$ cat src/rtl/twoscomp_lanes_if.sv
// Valid/ready bundle for the multi-lane two's-complement unit.
// Carries the input beat, the output beat and the overflow counter port.
interface twoscomp_lanes_if #(
  parameter int WIDTH = 16,
  parameter int LANES = 4,
  parameter int CNT_W = 16
);
  logic                     in_valid;
  logic                     in_ready;
  logic [LANES*WIDTH-1:0]   in_data;
  logic [1:0]               in_mode;
  logic [LANES-1:0]         in_en;
  logic                     out_valid;
  logic                     out_ready;
  logic [LANES*WIDTH-1:0]   out_data;
  logic [LANES-1:0]         out_ovf;
  logic [CNT_W-1:0]         ovf_count;
  logic                     ovf_clr;

  modport master (
    output in_valid, in_data, in_mode, in_en,
    output out_ready, ovf_clr,
    input  in_ready, out_valid, out_data,
    input  out_ovf, ovf_count
  );

  modport slave (
    input  in_valid, in_data, in_mode, in_en,
    input  out_ready, ovf_clr,
    output in_ready, out_valid, out_data,
    output out_ovf, ovf_count
  );
endinterface

$ cat src/rtl/twoscomp_lanes.sv
// Pipelined LANES x WIDTH two's-complement unit: pass/neg/abs/-abs
// with MIN-overflow detection, optional saturation and an event counter.
module twoscomp_lanes #(
  parameter int WIDTH = 16,
  parameter int LANES = 4,
  parameter int SAT   = 1,
  parameter int CNT_W = 16
) (
  input logic           clk,
  input logic           rst_n,
  twoscomp_lanes_if.slave bus
);
  localparam int DW = LANES * WIDTH;
  localparam int PW = $clog2(LANES + 1);
  localparam int SW = CNT_W + PW;
  localparam logic [WIDTH-1:0] MIN =
    {1'b1, {(WIDTH-1){1'b0}}};
  localparam logic [WIDTH-1:0] MAX = ~MIN;
  localparam logic [WIDTH-1:0] ONE = WIDTH'(1);
  localparam bit SAT_EN = (SAT != 0);
  localparam logic [SW-1:0] CMAX =
    SW'({CNT_W{1'b1}});

  typedef struct packed {
    logic [DW-1:0]    data;
    logic [1:0]       mode;
    logic [LANES-1:0] en;
  } s1_t;

  s1_t              r_s1;
  logic             r_s1_valid;
  logic             r_out_valid;
  logic [DW-1:0]    r_out_data;
  logic [LANES-1:0] r_out_ovf;
  logic [CNT_W-1:0] r_cnt;

  logic             w_s2_adv;
  logic             w_s1_adv;
  logic             w_s2_load;
  logic [DW-1:0]    w_res;
  logic [LANES-1:0] w_ovf;
  logic [WIDTH-1:0] w_x;
  logic [WIDTH-1:0] w_neg;
  logic [WIDTH-1:0] w_y;
  logic [PW-1:0]    w_pop;
  logic [SW-1:0]    w_sum;
  logic [CNT_W-1:0] w_cnt_nxt;

  assign w_s2_adv  = !r_out_valid || bus.out_ready;
  assign w_s1_adv  = !r_s1_valid || w_s2_adv;
  assign w_s2_load = w_s2_adv && r_s1_valid;

  assign bus.in_ready  = w_s1_adv;
  assign bus.out_valid = r_out_valid;
  assign bus.out_data  = r_out_data;
  assign bus.out_ovf   = r_out_ovf;
  assign bus.ovf_count = r_cnt;

  always_comb begin
    w_res = '0;
    w_ovf = '0;
    w_x   = '0;
    w_neg = '0;
    w_y   = '0;
    for (int i = 0; i < LANES; i++) begin
      w_x   = r_s1.data[i*WIDTH +: WIDTH];
      w_neg = ~w_x + ONE;
      w_y   = w_x;
      if (r_s1.en[i]) begin
        unique case (r_s1.mode)
          2'b01: begin
            w_y      = w_neg;
            w_ovf[i] = (w_x == MIN);
          end
          2'b10: begin
            if (w_x[WIDTH-1]) begin
              w_y      = w_neg;
              w_ovf[i] = (w_x == MIN);
            end
          end
          2'b11: begin
            if (!w_x[WIDTH-1] && (w_x != '0))
              w_y = w_neg;
          end
          default: ;
        endcase
      end
      // MIN has no positive twin; clamp to MAX when saturating
      if (w_ovf[i] && SAT_EN)
        w_y = MAX;
      w_res[i*WIDTH +: WIDTH] = w_y;
    end
  end

  always_comb begin
    w_pop = '0;
    for (int i = 0; i < LANES; i++)
      w_pop = w_pop + PW'(w_ovf[i]);
    w_sum     = SW'(r_cnt) + SW'(w_pop);
    w_cnt_nxt = (w_sum > CMAX) ? '1
                               : w_sum[CNT_W-1:0];
  end

  always_ff @(posedge clk or negedge rst_n) begin
    if (!rst_n) begin
      r_s1_valid <= 1'b0;
      r_s1       <= '0;
    end else if (w_s1_adv) begin
      r_s1_valid <= bus.in_valid;
      if (bus.in_valid)
        r_s1 <= '{data: bus.in_data,
                  mode: bus.in_mode,
                  en:   bus.in_en};
    end
  end

  always_ff @(posedge clk or negedge rst_n) begin
    if (!rst_n) begin
      r_out_valid <= 1'b0;
      r_out_data  <= '0;
      r_out_ovf   <= '0;
    end else if (w_s2_adv) begin
      r_out_valid <= r_s1_valid;
      if (r_s1_valid) begin
        r_out_data <= w_res;
        r_out_ovf  <= w_ovf;
      end
    end
  end

  // clear wins over a same-cycle increment
  always_ff @(posedge clk or negedge rst_n) begin
    if (!rst_n)
      r_cnt <= '0;
    else if (bus.ovf_clr)
      r_cnt <= '0;
    else if (w_s2_load)
      r_cnt <= w_cnt_nxt;
  end
endmodule

$ cat src/flat_wrapper.sv
// flat-port wrapper written by rule: the top's interface ports become plain ports
module twoscomp_lanes_flat 
#(
  parameter int WIDTH = 16,
  parameter int LANES = 4,
  parameter int SAT   = 1,
  parameter int CNT_W = 16
)
  (clk, rst_n, bus_in_valid, bus_in_data, bus_in_mode, bus_in_en, bus_out_ready, bus_ovf_clr, bus_in_ready, bus_out_valid, bus_out_data, bus_out_ovf, bus_ovf_count);
  twoscomp_lanes_if #(.WIDTH(WIDTH), .LANES(LANES), .CNT_W(CNT_W)) bus_i ();
  input logic clk;
  input logic rst_n;
  input wire logic [$bits(bus_i.in_valid)-1:0] bus_in_valid;
  input wire logic [$bits(bus_i.in_data)-1:0] bus_in_data;
  input wire logic [$bits(bus_i.in_mode)-1:0] bus_in_mode;
  input wire logic [$bits(bus_i.in_en)-1:0] bus_in_en;
  input wire logic [$bits(bus_i.out_ready)-1:0] bus_out_ready;
  input wire logic [$bits(bus_i.ovf_clr)-1:0] bus_ovf_clr;
  output wire logic [$bits(bus_i.in_ready)-1:0] bus_in_ready;
  output wire logic [$bits(bus_i.out_valid)-1:0] bus_out_valid;
  output wire logic [$bits(bus_i.out_data)-1:0] bus_out_data;
  output wire logic [$bits(bus_i.out_ovf)-1:0] bus_out_ovf;
  output wire logic [$bits(bus_i.ovf_count)-1:0] bus_ovf_count;
  assign bus_i.in_valid = bus_in_valid;
  assign bus_i.in_data = bus_in_data;
  assign bus_i.in_mode = bus_in_mode;
  assign bus_i.in_en = bus_in_en;
  assign bus_i.out_ready = bus_out_ready;
  assign bus_i.ovf_clr = bus_ovf_clr;
  assign bus_in_ready = bus_i.in_ready;
  assign bus_out_valid = bus_i.out_valid;
  assign bus_out_data = bus_i.out_data;
  assign bus_out_ovf = bus_i.out_ovf;
  assign bus_ovf_count = bus_i.ovf_count;
  twoscomp_lanes #(.WIDTH(WIDTH), .LANES(LANES), .SAT(SAT), .CNT_W(CNT_W)) u_core (.clk(clk), .rst_n(rst_n), .bus(bus_i));
endmodule
$ cat config.mk
export PLATFORM = sky130hd
export DESIGN_NAME = twoscomp_lanes_flat
export DESIGN_NICKNAME = d
export VERILOG_FILES = /design/src/rtl/twoscomp_lanes_if.sv /design/src/rtl/twoscomp_lanes.sv /design/src/flat_wrapper.sv
export SDC_FILE = /design/constraint.sdc
export NUM_CORES = 1
export LEC_CHECK = 0
export BUFFER_PORTS_ARGS = -buffer_cell sky130_fd_sc_hd__buf_2
export CAP_MARGIN = 20
export CORE_MARGIN = 2
export CORE_UTILIZATION = 60
export DETAILED_ROUTE_END_ITERATION = 10
export GPL_TIMING_DRIVEN = 0
export MAX_ROUTING_LAYER = met4
export PLACE_DENSITY = 0.85
export SYNTH_ARGS = -nofsm -noshare
export SYNTH_HDL_FRONTEND = slang
export SYNTH_SLANG_ARGS = --single-unit
$ cat constraint.sdc
create_clock -name clk -period 7.1 [get_ports clk]
set_input_delay 1.065 -clock clk [delete_from_list [all_inputs] [get_ports clk]]
set_output_delay 1.065 -clock clk [all_outputs]
set_load 0.005 [all_outputs]
; After elaboration in Yosys (flattened, before gate mapping)
; Index checks and enable logic that the tools add are counted.
; Widths: inputs -> output; s select.
[word_totals]
register_bits = 156
inputBits = 75
[op_classes]
n_addsub = 8
order_cmp = 1
eq_ne = 7
mux = 35
bitwise_logic = 4
reduce_logical = 20
[op_table]
columns = op, count
row1 = $mux 16, 19
row2 = $pmux 16 s3, 4
row3 = $add 16x1->16 const B, 4
row4 = $eq 16x16->1 const B, 4
row5 = $not 16->16, 4
row6 = $reduce_bool 16->1, 4
row7 = $gt 19x16->1 const B, 1
row8 = $add 16x3->17, 1
row9 = $mux 1, 8
row10 = $pmux 1 s2, 4
row11 = $add 3x1->3, 2
row12 = $logic_not 1->1, 6
row13 = $logic_and 1x1->1, 5
row14 = $eq 2x2->1 const B, 2
row15 = $reduce_and 2->1, 2
row16 = $add 1x1->2, 1
row17 = $eq 2x1->1 const B, 1
row18 = $logic_or 1x1->1, 2
row19 = $reduce_bool 2->1, 1

; Longest topological paths before layout
[depth]
word_depth = 12
ltp_mapped = 19

; Least setup slack after synthesis
; OpenSTA, ideal clock, no wires.
[synth_timing]
path_kind = register to register
startpoint = register u_core.r_s1[23] in the netlist's numbering
endpoint = register u_core.r_cnt[7] (netlist: u_core.bus.ovf_count[7])
t_arrival_ps = 4064
setup_slack_ps = 2898
stages_incl_launch_ff = 20
path_buffers = 1
synth_period_minus_slack_ps = 4202
path_cell_list = dfrtp_1 > inv_1 > ha_1 > nor3b_1 > nand3_1 > or3_1 > inv_1 > ha_1 > inv_1 > fa_1 > inv_1 > ha_1 > fa_1 > a21o_1 > nand2_1 > or3_1 > clkbuf_1 > o21ai_0 > a21oi_1 > a211oi_1
[synth_via]
elab_chain_len = 12
[synth_lines]
columns = element, line
row1 = start: declaration, twoscomp_lanes.sv:30  ; s1_t r_s1;
row2 = start signal: assignment, twoscomp_lanes.sv:111  ; r_s1 <= '{data: bus.in_data,
row3 = $eq 16x16->1 *, "twoscomp_lanes.sv:73, twoscomp_lanes.sv:78"
row4 = $mux 1, twoscomp_lanes.sv:76  ; if (w_x[WIDTH-1]) begin
row5 = $pmux 1 s2 *, twoscomp_lanes.sv:70  ; unique case (r_s1.mode)
row6 = $mux 1 *, twoscomp_lanes.sv:69  ; if (r_s1.en[i]) begin
row7 = via u_core.w_ovf[1], twoscomp_lanes.sv:41  ; logic [LANES-1:0] w_ovf;
row8 = $add 1x1->2 *, twoscomp_lanes.sv:98  ; w_pop = w_pop + PW'(w_ovf[i]);
row9 = $add 3x1->3 * (2 in a row), twoscomp_lanes.sv:98
row10 = $add 16x3->17 *, twoscomp_lanes.sv:99  ; w_sum = SW'(r_cnt) + SW'(w_pop);
row11 = $gt 19x16->1, twoscomp_lanes.sv:100  ; w_cnt_nxt = (w_sum > CMAX) ? '1
row12 = $mux 16 *, twoscomp_lanes.sv:100
row13 = $mux 16 *, twoscomp_lanes.sv:137  ; else if (w_s2_load)
row14 = $mux 16 *, twoscomp_lanes.sv:135  ; else if (bus.ovf_clr)
row15 = end signal: assignment, twoscomp_lanes.sv:138  ; r_cnt <= w_cnt_nxt;
row16 = end: declaration, twoscomp_lanes.sv:35  ; logic [CNT_W-1:0] r_cnt;
; Mark *: on every way through the listed nets, which the timed path passes. The rest lies on a longest branch. The select of a mux whose other input is x is not followed.
; A chain may end at the register's enable or synchronous reset.

; Final worst setup path
; Same ends and word-level chain as after synthesis.

==> results_tabular.tex <==
\begin{tabular}{lr}
\hline
Metric & Value \\
\hline
\multicolumn{2}{l}{\textbf{Global routing}} \\
Maximum number of pins on one net before global-route repair & 103 \\
Antenna violations before repair & 0 \\
GR Overflow Total & 0 \\
Number of global-route vias before repair & between 8k and 9k \\
First-pass GRT wire length & between 40 and 50 mm \\
Aggregate global-route resource usage & 0.363 \\
\multicolumn{2}{l}{\textbf{Cells and area}} \\
Net count reported at finish & around 1.3k \\
Most common cell after layout, fill and taps aside & sky130\_fd\_sc\_hd\_\_buf\_2 \\
Area added between synthesis and finish & 17.5\% \\
Area taken by flip-flops and latches & 0.00390 mm2 \\
Fillcell total & roughly 1.2k \\
Fraction of layout cells with a size suffix above 1 & 0.237 \\
Most frequent cells in the layout & 163 x sky130\_fd\_sc\_hd\_\_buf\_2, 156 x sky130\_fd\_sc\_hd\_\_dfrtp\_1, 119 x sky130\_fd\_sc\_hd\_\_nor2\_1 \\
Multi-input logic area & $\sim$0.005 mm2 \\
Final antenna diode count & 0 \\
\multicolumn{2}{l}{\textbf{Timing}} \\
Final setup violating endpoints & 0 \\
Hold\_ws & between 0.4 and 0.5 ns \\
Fmax & between 150 and 200 MHz \\
Fin Clk Skew & roughly 0.0067 ns \\
Unrepaired setup endpoints after global routing & no \\
Sum of negative setup slack & 0 ns \\
Final Slew Violations & 0 \\
Final hold viol count & 0 \\
Final critical-path required period & 5.26 ns \\
Actual transition at the worst max-transition pin & between 1 and 1.5 ns \\
Final Cycle Share & 0.740 \\
Max-slew headroom & 0.281 \\
\multicolumn{2}{l}{\textbf{Floorplanning}} \\
Effective utilization at floorplan & 0.616 \\
Core Footprint & 0.0152 mm2 \\
IO Pins & 161 \\
Number of core rows & 45 \\
Die W & 129 um \\
Area enclosed by the die boundary & 0.0166 mm2 \\
Chip height & approximately 130 um \\
\multicolumn{2}{l}{\textbf{Drt}} \\
Number of vias in the routed layout & roughly 9.3k \\
Starting DRC count in detailed routing & about 1.2k \\
Via density per instance & $\sim$6.6 \\
Final WL & around 29 mm \\
Per-cell routed wire length & approximately 20 um \\
Remaining number of nets flagged by the antenna check after routing & 0 \\
First-pass detailed-route iteration total & 8 \\
Detailed-route DRC error count & 0 \\
\multicolumn{2}{l}{\textbf{Setup path}} \\
Slowest stage cell, crit path & sky130\_fd\_sc\_hd\_\_nor3b\_1 \\
Kind of cell with the highest combined delay on the critical path & simple AND/OR/NAND/NOR gates \\
Startpoint kind of the worst setup timing path & flop \\
Combined buffer and inverter count along the critical path & 5 \\
WP data arrival & roughly 5.6 ns \\
Largest stage delay, worst path & $\sim$0.68 ns \\
Most frequent cell on the critical path & sky130\_fd\_sc\_hd\_\_inv\_1 \\
Critical path class & flop to flop \\
Critical Path, Cell by Cell & inv\_1 > ha\_1 > nor3b\_1 > nand3\_1 > or3\_1 > inv\_1 > ha\_1 > inv\_1 > fa\_1 > inv\_1 > ha\_1 > fa\_1 > a21o\_1 > nand2\_1 > or3\_1 > clkbuf\_1 > o21ai\_0 > a21oi\_1 > a211oi\_1 \\
Data required, critical path & 7.40 ns \\
Top fanout value on the critical path & 9 \\
Endpoint class of the critical path & flop \\
\multicolumn{2}{l}{\textbf{Clocking}} \\
Clock latency of the later-clocked register in the worst-skew pair & about 0.44 ns \\
CTS root buf & sky130\_fd\_sc\_hd\_\_clkbuf\_16 \\
Number of clock sinks & between 150 and 200 \\
CTS H-Tree Depth & 4 \\
Count of hold buffers inserted by post-cts repair & 0 \\
TritonCTS clock tree & yes \\
Num CTS Buffers & 17 \\
Number of buffers added for setup after CTS & 0 \\
Number of buffers on the longest clock path & 2 \\
Clock slew at reported path FFs & 0.07 ns \\
Number of gates resized after CTS & 0 \\
\multicolumn{2}{l}{\textbf{Synthesis}} \\
Share of the yosys chip area belonging to registers & 0.417 \\
Number of distinct library cell variants in the gate-level netlist after synthesis & 73 \\
Leading register cell type out of synthesis & sky130\_fd\_sc\_hd\_\_dfrtp\_1 \\
Gate count after technology mapping & a little over 1k \\
Netlist area before placement & about 0.0094 mm2 \\
Nets in the synthesized netlist & $\sim$1.1k \\
Share of async-settable or async-resettable flops after synthesis & 1.00 \\
Number of synthesized flops with an enable pin & 0 \\
Syn. warnings & 0 \\
Flop and latch count out of synthesis & about 160 \\
Post-synthesis average cell area & 9.08 um2 \\
\multicolumn{2}{l}{\textbf{Power and ir drop}} \\
Leakage & about 4.6 nW \\
Maximum resistive drop on vdd & $\sim$0.21 mV \\
Power per unit of standard cell area & approximately 280 mW/mm2 \\
\multicolumn{2}{l}{\textbf{Outcome}} \\
Status & complete, no violations \\
\multicolumn{2}{l}{\textbf{Placed design}} \\
PortBufs & roughly 160 \\
Global placement routability congestion & 0.982 \\
Placed wire-length estimate & $\sim$20 mm \\
\multicolumn{2}{l}{\textbf{Min path}} \\
Worst hold path class & flop to flop \\
\multicolumn{2}{l}{\textbf{Job}} \\
Number of max-cap violations & 0 \\
\hline
\end{tabular}
## synth_stat cells, drive strengths merged, types with 6 or more instances
library cell  count  area [um2]
nor4             22         144
and4              6        52.6
a21oi            67         335
nor2b            10        62.6
o22a              9        78.8
nand3            17        85.1
o221ai            7        61.3
nor2            119         447
o32ai            10        87.6
or4              10        80.1
mux2i             7        70.1
ha               17         213
clkbuf           51         241
mux2             72         811
and3              8        50.1
or2              10        62.6
inv              26        97.6
o211ai            8        60.1
o31ai             8        60.1
a221oi            8        70.1
a21o              6        45.0
or3              14        87.6
nand4             8        50.1
dfrtp           156        3900
nor3b             8        65.1
a211oi           14         105
nand2b           21         131
a31oi            28         175
o21ai            60         300
nand2            73         274
buf              19         100
nor3             50         250
o22ai             6        37.5
a311oi            7        61.3
## power by group
part / internal, mW / leakage, nW / switching, mW
combinational: 0.384 / 2.52 / 0.528
clock: 0.498 / 0.273 / 0.408
sequential: 1.06 / 1.84 / 0.157
## path summary, 6_finish.rpt
kind                                    startpoint  slack, ns                       to  cells after the start
hold reg to reg            u_core.bus.out_data[31]       0.48  u_core.bus.out_data[31]                      2
setup / recovery                   u_core.r_s1[23]       1.84  u_core.bus.ovf_count[7]                     19
setup reg to reg                   u_core.r_s1[23]       1.84  u_core.bus.ovf_count[7]                     19
min in group asynchronous                    rst_n       0.58   u_core.bus.out_data[7]                      1
hold / removal             u_core.bus.out_data[31]       0.48  u_core.bus.out_data[31]                      2
max in group asynchronous                    rst_n       5.65          u_core.r_s1[32]                      2
## final cells by class
| cell class | count | share of cell area |
|---|---|---|
| buffer | 71 | 0.0320 |
| clock buffer | 18 | 0.0399 |
| clock inverter | 14 | 0.0124 |
| inverter | 28 | 0.00955 |
| multi-input combinational | 776 | 0.455 |
| sequential | 156 | 0.355 |
| tap | 188 | 0.0214 |
| timing repair buffer | 160 | 0.0754 |
## through the flow
stage                     instances  area, um2  power [mW]  setup slack [ns]   util
after floorplan                1031       9360        1.75              2.90      -
after global placement         1378      10400        2.08              2.15  0.684
after detailed placement       1379      10400        2.11              2.04  0.686
after CTS                      1411      11000        3.01              1.97  0.724
after global routing           1411      11000        3.17              1.53  0.724
final                          1411      11000        3.03              1.84  0.724
## registers in the layout, summed over array words and instances (netlist names)
name                  flops
u_core.bus.out_data      64
u_core.bus.out_ovf        4
u_core.bus.ovf_count     16
u_core.r_s1              70
u_core.r_s1_valid         1
u_core.bus.out_valid      1
## worst min-delay path, cell delays in order, from the launching register on
cell	delay, ns
sky130_fd_sc_hd__dfrtp_1	0.34
sky130_fd_sc_hd__nand2_1	0.06
sky130_fd_sc_hd__o31ai_1	0.05
## kinds of logic (layout without fill, tap and decap cells)
family | count (synthesis) | after routing | share of synthesized area
AND/OR/NAND/NOR | 392 | 392 | 0.211
buffers and inverters | 99 | 291 | 0.0488
AO/OA/AOI/OAI | 280 | 280 | 0.197
XOR/XNOR | 6 | 6 | 0.00561
adder cells (fa/ha/maj) | 19 | 19 | 0.0270
flip-flops | 156 | 156 | 0.417
multiplexers | 79 | 79 | 0.0941
## per-layer routing
metal / wire [um] / vias to the layer above / GRT usage
li1: - / 4195 / -
met1: 11600 / 4425 / 0.482
met2: 13300 / 602 / 0.545
met3: 2840 / 122 / 0.0786
met4: 1080 / 0 / 0.145
met5: 0 / - / -
(Power assumes the default switching activity.)
